File: src/rtl/csrng_state_store.sv
// rtl/csrng_state_store.sv - per-instance CSRNG DRBG working-state store with zeroize sweep and diagnostic dump

package csrng_state_store_pkg;
    typedef enum logic [2:0] {
        CMD_STS_SUCCESS         = 3'h0,
        CMD_STS_INVALID_ACMD    = 3'h1,
        CMD_STS_INVALID_GEN_CMD = 3'h2,
        CMD_STS_INVALID_CMD_SEQ = 3'h3,
        CMD_STS_RESERVED_ID     = 3'h4
    } csrng_cmd_sts_e;
endpackage

module csrng_state_store
    import csrng_state_store_pkg::*;
#(
    parameter int NApps   = 4,
    parameter int StateId = 4,
    parameter int BlkLen  = 128,
    parameter int KeyLen  = 256,
    parameter int CtrLen  = 32,
    parameter int Cmd     = 3,
    parameter int RegW    = 32
) (
    input  logic                           clk_i,
    input  logic                           rst_i,
    input  logic                           enable_i,
    input  logic [StateId-1:0]             rd_inst_id_i,
    output logic [KeyLen-1:0]              rd_key_o,
    output logic [BlkLen-1:0]              rd_v_o,
    output logic [CtrLen-1:0]              rd_ctr_o,
    output logic                           rd_inst_st_o,
    output logic                           rd_fips_o,
    output logic                           rd_id_err_o,
    input  logic                           wr_valid_i,
    output logic                           wr_ready_o,
    input  logic [StateId-1:0]             wr_inst_id_i,
    input  logic                           wr_fips_i,
    input  logic [Cmd-1:0]                 wr_ccmd_i,
    input  logic [KeyLen-1:0]              wr_key_i,
    input  logic [BlkLen-1:0]              wr_v_i,
    input  logic [CtrLen-1:0]              wr_ctr_i,
    input  csrng_cmd_sts_e                 wr_sts_i,
    output logic                           sts_ack_o,
    output csrng_cmd_sts_e                 sts_o,
    output logic [StateId-1:0]             sts_id_o,
    input  logic                           dump_en_i,
    input  logic                           dump_id_valid_i,
    input  logic [StateId-1:0]             dump_id_i,
    input  logic                           dump_rd_i,
    input  logic [NApps-1:0]               read_enable_i,
    output logic [RegW-1:0]                dump_data_o,
    output logic                           dump_last_o,
    output logic [NApps-1:0][CtrLen-1:0]   reseed_counter_o
);

    // Packed instance layout, MSB first: {fips, inst_st, key, V, ctr}.
    localparam int StW       = 2 + KeyLen + BlkLen + CtrLen;
    localparam int NumWords  = (StW + RegW - 1) / RegW;
    localparam int PtrW      = (NumWords > 1) ? $clog2(NumWords) : 1;
    localparam int IdxW      = (NApps > 1) ? $clog2(NApps) : 1;
    localparam int ImgW      = NumWords * RegW;
    localparam int VLsb      = CtrLen;
    localparam int KeyLsb    = CtrLen + BlkLen;
    localparam int InstStBit = StW - 2;
    localparam int FipsBit   = StW - 1;

    localparam logic [StateId:0]   NAppsLim = (StateId + 1)'(NApps);
    localparam logic [IdxW-1:0]    LastIdx  = IdxW'(NApps - 1);
    localparam logic [PtrW-1:0]    LastPtr  = PtrW'(NumWords - 1);

    // Application command opcodes.
    localparam logic [Cmd-1:0] AcmdIns  = Cmd'(1);
    localparam logic [Cmd-1:0] AcmdRes  = Cmd'(2);
    localparam logic [Cmd-1:0] AcmdUpd  = Cmd'(4);
    localparam logic [Cmd-1:0] AcmdUni  = Cmd'(5);
    localparam logic [Cmd-1:0] AcmdGenu = Cmd'(7);

    typedef enum logic [1:0] {
        StClear,
        StIdle,
        StActive
    } fsm_e;

    fsm_e              fsm_q, fsm_d;
    logic [IdxW-1:0]   idx_q, idx_d;
    logic [StW-1:0]    state_q [NApps];

    logic              wr_hs;
    logic              wr_id_ok;
    logic              wr_inst_st;
    logic [StW-1:0]    wr_state;

    logic              rd_id_ok;
    logic [StW-1:0]    rd_state;

    logic [StateId-1:0] dump_id_q;
    logic [PtrW-1:0]    dump_ptr_q;
    logic               dump_id_ok;
    logic [StW-1:0]     dump_state;
    logic [ImgW-1:0]    dump_img;
    logic               dump_allow;

    // Sweep state and index register.
    always_ff @(posedge clk_i) begin
        if (rst_i) begin
            fsm_q <= StClear;
            idx_q <= '0;
        end else begin
            fsm_q <= fsm_d;
            idx_q <= idx_d;
        end
    end

    // Next-state: a started sweep always runs to the last instance before enable_i is honoured.
    always_comb begin
        fsm_d = fsm_q;
        idx_d = idx_q;
        case (fsm_q)
            StClear: begin
                if (idx_q == LastIdx) begin
                    idx_d = '0;
                    fsm_d = enable_i ? StActive : StIdle;
                end else begin
                    idx_d = idx_q + IdxW'(1);
                end
            end
            StIdle: begin
                if (enable_i) begin
                    fsm_d = StActive;
                end
            end
            StActive: begin
                if (!enable_i) begin
                    fsm_d = StClear;
                    idx_d = '0;
                end
            end
            default: begin
                fsm_d = StClear;
                idx_d = '0;
            end
        endcase
    end

    assign wr_ready_o = (fsm_q == StActive);
    assign wr_hs      = wr_valid_i && wr_ready_o;
    assign wr_id_ok   = ({1'b0, wr_inst_id_i} < NAppsLim);

    // Build the state to store; uninstantiate wipes the whole record.
    always_comb begin
        wr_inst_st = (wr_ccmd_i == AcmdIns) || (wr_ccmd_i == AcmdRes) ||
                     (wr_ccmd_i == AcmdGenu) || (wr_ccmd_i == AcmdUpd);
        wr_state   = {wr_fips_i, wr_inst_st, wr_key_i, wr_v_i, wr_ctr_i};
        if (wr_ccmd_i == AcmdUni) begin
            wr_state = '0;
        end
    end

    // Instance storage: sweep zeroing and handshake writes never coincide (CLEAR vs ACTIVE).
    always_ff @(posedge clk_i) begin
        if (rst_i) begin
            for (int i = 0; i < NApps; i++) begin
                state_q[i] <= '0;
            end
        end else if (fsm_q == StClear) begin
            state_q[idx_q] <= '0;
        end else if (wr_hs && wr_id_ok) begin
            state_q[wr_inst_id_i[IdxW-1:0]] <= wr_state;
        end
    end

    // Status ack one cycle after each handshake; status and id hold between acks.
    always_ff @(posedge clk_i) begin
        if (rst_i) begin
            sts_ack_o <= 1'b0;
            sts_o     <= CMD_STS_SUCCESS;
            sts_id_o  <= '0;
        end else begin
            sts_ack_o <= wr_hs;
            if (wr_hs) begin
                sts_o    <= wr_id_ok ? wr_sts_i : CMD_STS_INVALID_CMD_SEQ;
                sts_id_o <= wr_inst_id_i;
            end
        end
    end

    assign rd_id_ok     = ({1'b0, rd_inst_id_i} < NAppsLim);
    assign rd_state     = rd_id_ok ? state_q[rd_inst_id_i[IdxW-1:0]] : '0;
    assign rd_id_err_o  = !rd_id_ok;
    assign rd_ctr_o     = rd_state[CtrLen-1:0];
    assign rd_v_o       = rd_state[VLsb +: BlkLen];
    assign rd_key_o     = rd_state[KeyLsb +: KeyLen];
    assign rd_inst_st_o = rd_state[InstStBit];
    assign rd_fips_o    = rd_state[FipsBit];

    // Expose every instance's reseed counter.
    always_comb begin
        reseed_counter_o = '0;
        for (int i = 0; i < NApps; i++) begin
            reseed_counter_o[i] = state_q[i][CtrLen-1:0];
        end
    end

    // Dump pointer and selected instance; the id is dropped whenever the block leaves ACTIVE.
    always_ff @(posedge clk_i) begin
        if (rst_i) begin
            dump_ptr_q <= '0;
            dump_id_q  <= '0;
        end else begin
            if (!dump_en_i) begin
                dump_ptr_q <= '0;
            end else if (dump_id_valid_i) begin
                dump_ptr_q <= '0;
            end else if (dump_rd_i) begin
                dump_ptr_q <= (dump_ptr_q == LastPtr) ? '0 : dump_ptr_q + PtrW'(1);
            end

            if ((fsm_q == StActive) && (fsm_d != StActive)) begin
                dump_id_q <= '0;
            end else if (dump_en_i && dump_id_valid_i) begin
                dump_id_q <= dump_id_i;
            end
        end
    end

    assign dump_id_ok  = ({1'b0, dump_id_q} < NAppsLim);
    assign dump_state  = dump_id_ok ? state_q[dump_id_q[IdxW-1:0]] : '0;
    assign dump_img    = ImgW'(dump_state);
    assign dump_allow  = dump_en_i && (fsm_q == StActive) && dump_id_ok &&
                         read_enable_i[dump_id_q[IdxW-1:0]];
    assign dump_data_o = dump_allow ? dump_img[RegW*int'(dump_ptr_q) +: RegW] : '0;
    assign dump_last_o = (dump_ptr_q == LastPtr) && dump_en_i;

endmodule

File: config.mk
export PLATFORM = sky130hd
export DESIGN_NAME = csrng_state_store
export DESIGN_NICKNAME = d
export VERILOG_FILES = /design/src/rtl/csrng_state_store.sv
export SDC_FILE = /design/constraint.sdc
export NUM_CORES = 2
export LEC_CHECK = 0
export CAP_MARGIN = 20
export CORE_AREA = 3 3 573 348
export DETAILED_ROUTE_END_ITERATION = 16
export DIE_AREA = 0 0 576 351
export DONT_BUFFER_PORTS = 1
export HOLD_SLACK_MARGIN = 0.1
export MAX_ROUTING_LAYER = met4
export PLACE_DENSITY = 0.71
export SYNTH_ARGS = -nofsm -noshare
export SYNTH_HDL_FRONTEND = slang
export SYNTH_SLANG_ARGS = --single-unit
File: constraint.sdc
create_clock -name clk_i -period 56.1 [get_ports clk_i]
set_clock_uncertainty 0.2 [all_clocks]
set_input_delay 5.61 -clock clk_i [delete_from_list [all_inputs] [get_ports clk_i]]
set_output_delay 5.61 -clock clk_i [all_outputs]
set_load 0.01 [all_outputs]
Word-level counts from Yosys, hierarchy flattened --
Memory sizes are Yosys's and may differ from the RTL's. A register that Yosys moved wholly into a read port is not among the register bits. Index checks and enable logic that the tools add are counted.
Storage, ports and cells: flip-flop bits (word level) 20, RAM bits 1672, output and inout bits 589, memories kept 1
Cells by class: add/sub/neg operators 2, order comparisons 4, equal/unequal tests 11, shift operators 1, mux-type cells 33, bitwise gates (word level) 2, reductions and logical operators 18
Memory list:
- state_q | depth 4, width 418, read ports 6, clocked after memory_dff 1, write ports 4, RTL line 86 | logic [StW-1:0] state_q [NApps];
Operators by type and width (count):
- 2-to-1 mux 418 bit | 5
- OR reduction 418 bit | 2
- variable part select 448 x 10 -> 32 bit | 1
- 2-to-1 mux 32 bit | 1
- 2-to-1 mux 2 bit | 10
- less-than comparator 4 x 3 -> 1 bit (second input constant) | 3
- 2-to-1 mux 1 bit | 12
- one-hot mux 2 bit (3 select lines) | 2
- == test 3 bit (second input constant) | 3
- logical AND 1 bit | 8
- adder 4 x 1 -> 4 bit (second input constant) | 1
- == test 2 bit (second input constant) | 2
- == test 4 bit (second input constant) | 1
- 2-to-1 mux 4 bit | 1
- inequality test 2 bit (second input constant) | 2
- == test 3 x 1 -> 1 bit (second input constant) | 1
- == test 3 x 2 -> 1 bit (second input constant) | 1
- logical OR 1 bit | 3
- less-than comparator 2 x 3 -> 1 bit (second input constant) | 1
- 2-to-1 mux 3 bit | 1
- OR reduction 3 bit | 1
- adder 2 x 1 -> 2 bit (second input constant) | 1
- binary-select mux 1 bit (select 2 bit) | 1
- == test 2 x 1 -> 1 bit (second input constant) | 1
- other kinds (5) | 6

Depth between registers and ports, before layout --
depth in word-level cells 9, gate-level depth with buffers 10, gate-level depth less buffers 5

Worst setup path after synthesis --
Ideal clock, no wire load.
path type input to register, from in wr_inst_id_i[3], to mem state_q[3][0] (netlist name) (enable), setup time 1.207 ns, arrival time 23.752 ns, data required time 54.693 ns, setup slack 30.941 ns, stages on the path 5, buffers on the path 0, cell sequence or3_4 > or2_4 > a31oi_1 > inv_1 > nor2_1
RTL lines:
- from (decl) | RTL line 36 | input logic [StateId-1:0] wr_inst_id_i,
- to (decl) | RTL line 86

Final worst setup path --
from in rd_inst_id_i[0], to out rd_v_o[106]
On the way: cells in the longest elaborated chain, start to end 2
RTL lines:
- from (decl) | RTL line 27 | input logic [StateId-1:0] rd_inst_id_i,
- less-than comparator 4 x 3 -> 1 bit / memory read (4 x 418 bit) (equally long branches)
- 2-to-1 mux 418 bit (*) | RTL line 188 | assign rd_state = rd_id_ok ? state_q[rd_inst_id_i[IdxW-1:0]] : '0;
- to (decl) | RTL line 29 | output logic [BlkLen-1:0] rd_v_o,
Mark *: on every way between the ends. The rest lies on a longest branch, timed or not.

==> results.yml <==
worst_setup_path:
  cp.arrival_ps: 8970
  cp.depth: 5
  path_buf_inv: 3
  critPathSlowestCell: "mux4_2"
  r2r_slack_ps: 49910
  r2r.worst_path.cells: 8
  cp_slowest_stage_delay_ps: 710
  path_common_cell: "buf_16"
  critPathRequiredTime_ps: 50290
  reg2reg_from: "fsm_q[1]"
  cp_top_family: "buffers and inverters"
  worstReg2RegEnd: "state_q[1][244]"
  cp-end-kind: "output pin"
  path_cells: "buf_16 -> buf_16 -> buf_16 -> mux4_2 -> nor2b_1"
  crit_path_start_kind: "input port"
  crit_type: "in2out"
  cp_max_fo: 117
global_route:
  grt_antenna_before_repair: 72
  grt_max_degree: 419
  track_usage_pct: 31.0
  grt_pass1_wl_um: 427000
  first_global_vias: 53700
  overflow: 0
logic_synthesis:
  syn_area_um2: 87400
  syn_avg_cell_area_um2: 13.9
  synthCells: 6284
  synth-seq-area-share_pct: 58.0
  ys_warn_count: 0
  synthArstFlopShare_pct: 0
  ys_ff_latch: 1694
  synth_nets: 6731
  synth_top_flop_cell: "edfxtp_1"
  synth_cell_type_count: 59
  synth_edf_count: 1672
min_path:
  min_path_cells: 2
  hp-class: "reg2reg"
  hold_path_end: "dump_id_q[2]"
  min-delay-start: "dump_id_q[2]"
sta:
  period_share_pct: 26.3
  worst_slew_pin_slew_ps: 1310
  finalHoldViolCount: 0
  setup_viol: 0
  slew_headroom_pct: 12.5
  max_freq_ghz: 0.0677
  period_needed_ps: 14780
  maxSlewViolCount: 0
  grt_setup_unrepaired: "false"
  setup_tns_ps: 0
route:
  routed_wl_um: 313000
  drtIter0Drc: 8350
  dr_total_vias: 55900
  first_pass_iters: 6
  drcViolationCount: 0
  ant_nets: 0
  viasPerCell: 6.41
  routedWlPerCell_um: 35.9
floorplan:
  die_area_um2: 202000
  rows: 125
  coreArea_um2: 194000
  dieWidth_um: 576
  start_util_pct: 45.1
  pin_count: 1035
  die_y_um: 351
cts:
  postCtsHoldBufs: 0
  cts_sinks: 1694
  clock_path_buffers: 4
  numCtsBuffers: 169
  cts_root_buf: "clkbuf_16"
  htreeDepth: 4
  cts_resized: 0
  clk_latency_ps: 810
  postCtsSetupRepairBufs: 0
  clk_pin_slew_ps: 60
  tritoncts: "built"
layout:
  nNetsFinal: 6397
  final_common_cell: "edfxtp_1"
  utilization_pct: 48.4
  drive_above_1_share_pct: 21.3
  most-common-layout-cells: "edfxtp_1 (1,672), nor2_1 (1,287), mux4_2 (785)"
  design_area_um2: 93600
  syn_to_final_growth_pct: 7.14
power_and_ir_drop:
  irDropWorstVdd_mv: 0.0235
  p_leak_uw: 0.0335
  powerDensity_nw_per_um2: 33.6
placement:
  port_buffers: 0
  gp_congestion: 0.916
  hpwl_um: 210000
  placed_cell_area_um2: 88300
job:
  maxCapViolCount: 0
outcome:
  outcome: "complete, no violations"
-- flip-flops by register name, summed over array words and instances, names as in the netlist, named ones only --
| name | flops |
|---|---|
| state_q | 1672 |
| dump_id_q | 4 |
| dump_ptr_q | 4 |
| sts_id_o | 4 |
| sts_o | 3 |
| fsm_q | 2 |
| idx_q | 2 |
| sts_ack_o | 1 |
-- worst max-delay path by stage --
stage,end,slack [ps],from
5_1_grt,rd_v_o[125],41070,rd_inst_id_i[0]
3_5_place_dp,dump_data_o[31],42140,read_enable_i[1]
3_3_place_gp,dump_data_o[31],42140,read_enable_i[1]
2_1_floorplan,state_q[3][0],30940,wr_inst_id_i[3]
6_report,rd_v_o[106],41320,rd_inst_id_i[0]
4_1_cts,dump_data_o[31],42130,read_enable_i[1]
-- report_power, final --
group          switching [uW]  internal (uW)  leakage (uW)
combinational             303            156        0.0134
sequential               71.5           1540        0.0177
clock                     499            582       0.00245
total                     874           2270        0.0335
-- Yosys cell counts, types with 3 or more instances --
| master | number | area share (%) |
|---|---|---|
| nor3_1 | 17 | 0.097 |
| buf_1 | 25 | 0.11 |
| buf_4 | 157 | 1.3 |
| o2111a_1 | 6 | 0.077 |
| a2111oi_0 | 11 | 0.11 |
| edfxtp_1 | 1672 | 57 |
| nand2_2 | 92 | 0.66 |
| nor2_1 | 1290 | 5.5 |
| o21ai_0 | 33 | 0.19 |
| clkbuf_1 | 243 | 1.0 |
| and2_1 | 4 | 0.029 |
| xnor2_1 | 3 | 0.030 |
| nand2b_1 | 4 | 0.029 |
| o221ai_1 | 41 | 0.41 |
| a211o_1 | 16 | 0.16 |
| buf_2 | 163 | 0.93 |
| a31oi_1 | 5 | 0.036 |
| mux2i_1 | 109 | 1.2 |
| dfxtp_1 | 22 | 0.50 |
| a22o_1 | 24 | 0.24 |
| nor2b_1 | 425 | 3.0 |
| a32o_1 | 12 | 0.14 |
| inv_1 | 426 | 1.8 |
| o22ai_1 | 10 | 0.072 |
| buf_8 | 3 | 0.052 |
| o211ai_1 | 12 | 0.10 |
| buf_6 | 18 | 0.23 |
| buf_12 | 9 | 0.21 |
| a22oi_1 | 33 | 0.28 |
| nand3_1 | 24 | 0.14 |
| nor4_1 | 6 | 0.043 |
| mux4_2 | 785 | 20 |
| mux2_2 | 55 | 0.71 |
| a21oi_1 | 54 | 0.31 |
| a221oi_1 | 28 | 0.28 |
| nand2_1 | 414 | 1.8 |
| or2_2 | 4 | 0.029 |
-- cell type report --
cell class                 instances  area, um2
antenna                           49        123
clock buffer                     216       4450
clock inverter                    77        587
fill                           16500     100000
inverter                         426       1600
multi-input combinational       3545      31800
sequential                      1694      50700
tap                             2603       3260
timing repair buffer             114       1110
-- kinds of logic (layout without fill, tap and decap cells) --
group	Yosys count	count (layout)	share of synthesized area (%)
buf+inv	1045	833	5.76
fa+ha+maj	1	1	0.0143
other cells	0	49	0
xor+xnor	3	3	0.0301
compound gates	298	298	2.55
simple gates	2294	2294	11.5
flops	1694	1694	58.0
mux	949	949	22.2
-- routing by layer --
| layer | vias to the layer above | wire length (um) | GRT usage (%) |
|---|---|---|---|
| li1 | 22300 | - | - |
| met2 | 4078 | 140000 | 44.8 |
| met4 | 0 | 14000 | 12.1 |
| met1 | 28900 | 117000 | 41.4 |
| met5 | - | 0 | - |
| met3 | 548 | 41800 | 9.43 |
-- worst register-to-register path, delay by kind of cell, from the launching register on --
family,cells,cell delay [ps]
flops,1,430
simple gates,4,2240
buf+inv,3,2490
compound gates,1,390
-- stage by stage --
| stage | setup WS (ps) | power, uW | std cells | hold slack (ps) |
|---|---|---|---|---|
| 4_1_cts | 42130 | 3140 | 8670 | 261 |
| 6_report | 41320 | 3150 | 8724 | 263 |
| 3_5_place_dp | 42140 | 2080 | 8377 | 253 |
| 5_1_grt | 41070 | 3230 | 8718 | 295 |
| 3_3_place_gp | 42140 | 2060 | 8377 | 244 |
| 2_1_floorplan | 30940 | 1980 | 6284 | 236 |
Power figures use the tool's default switching activity.
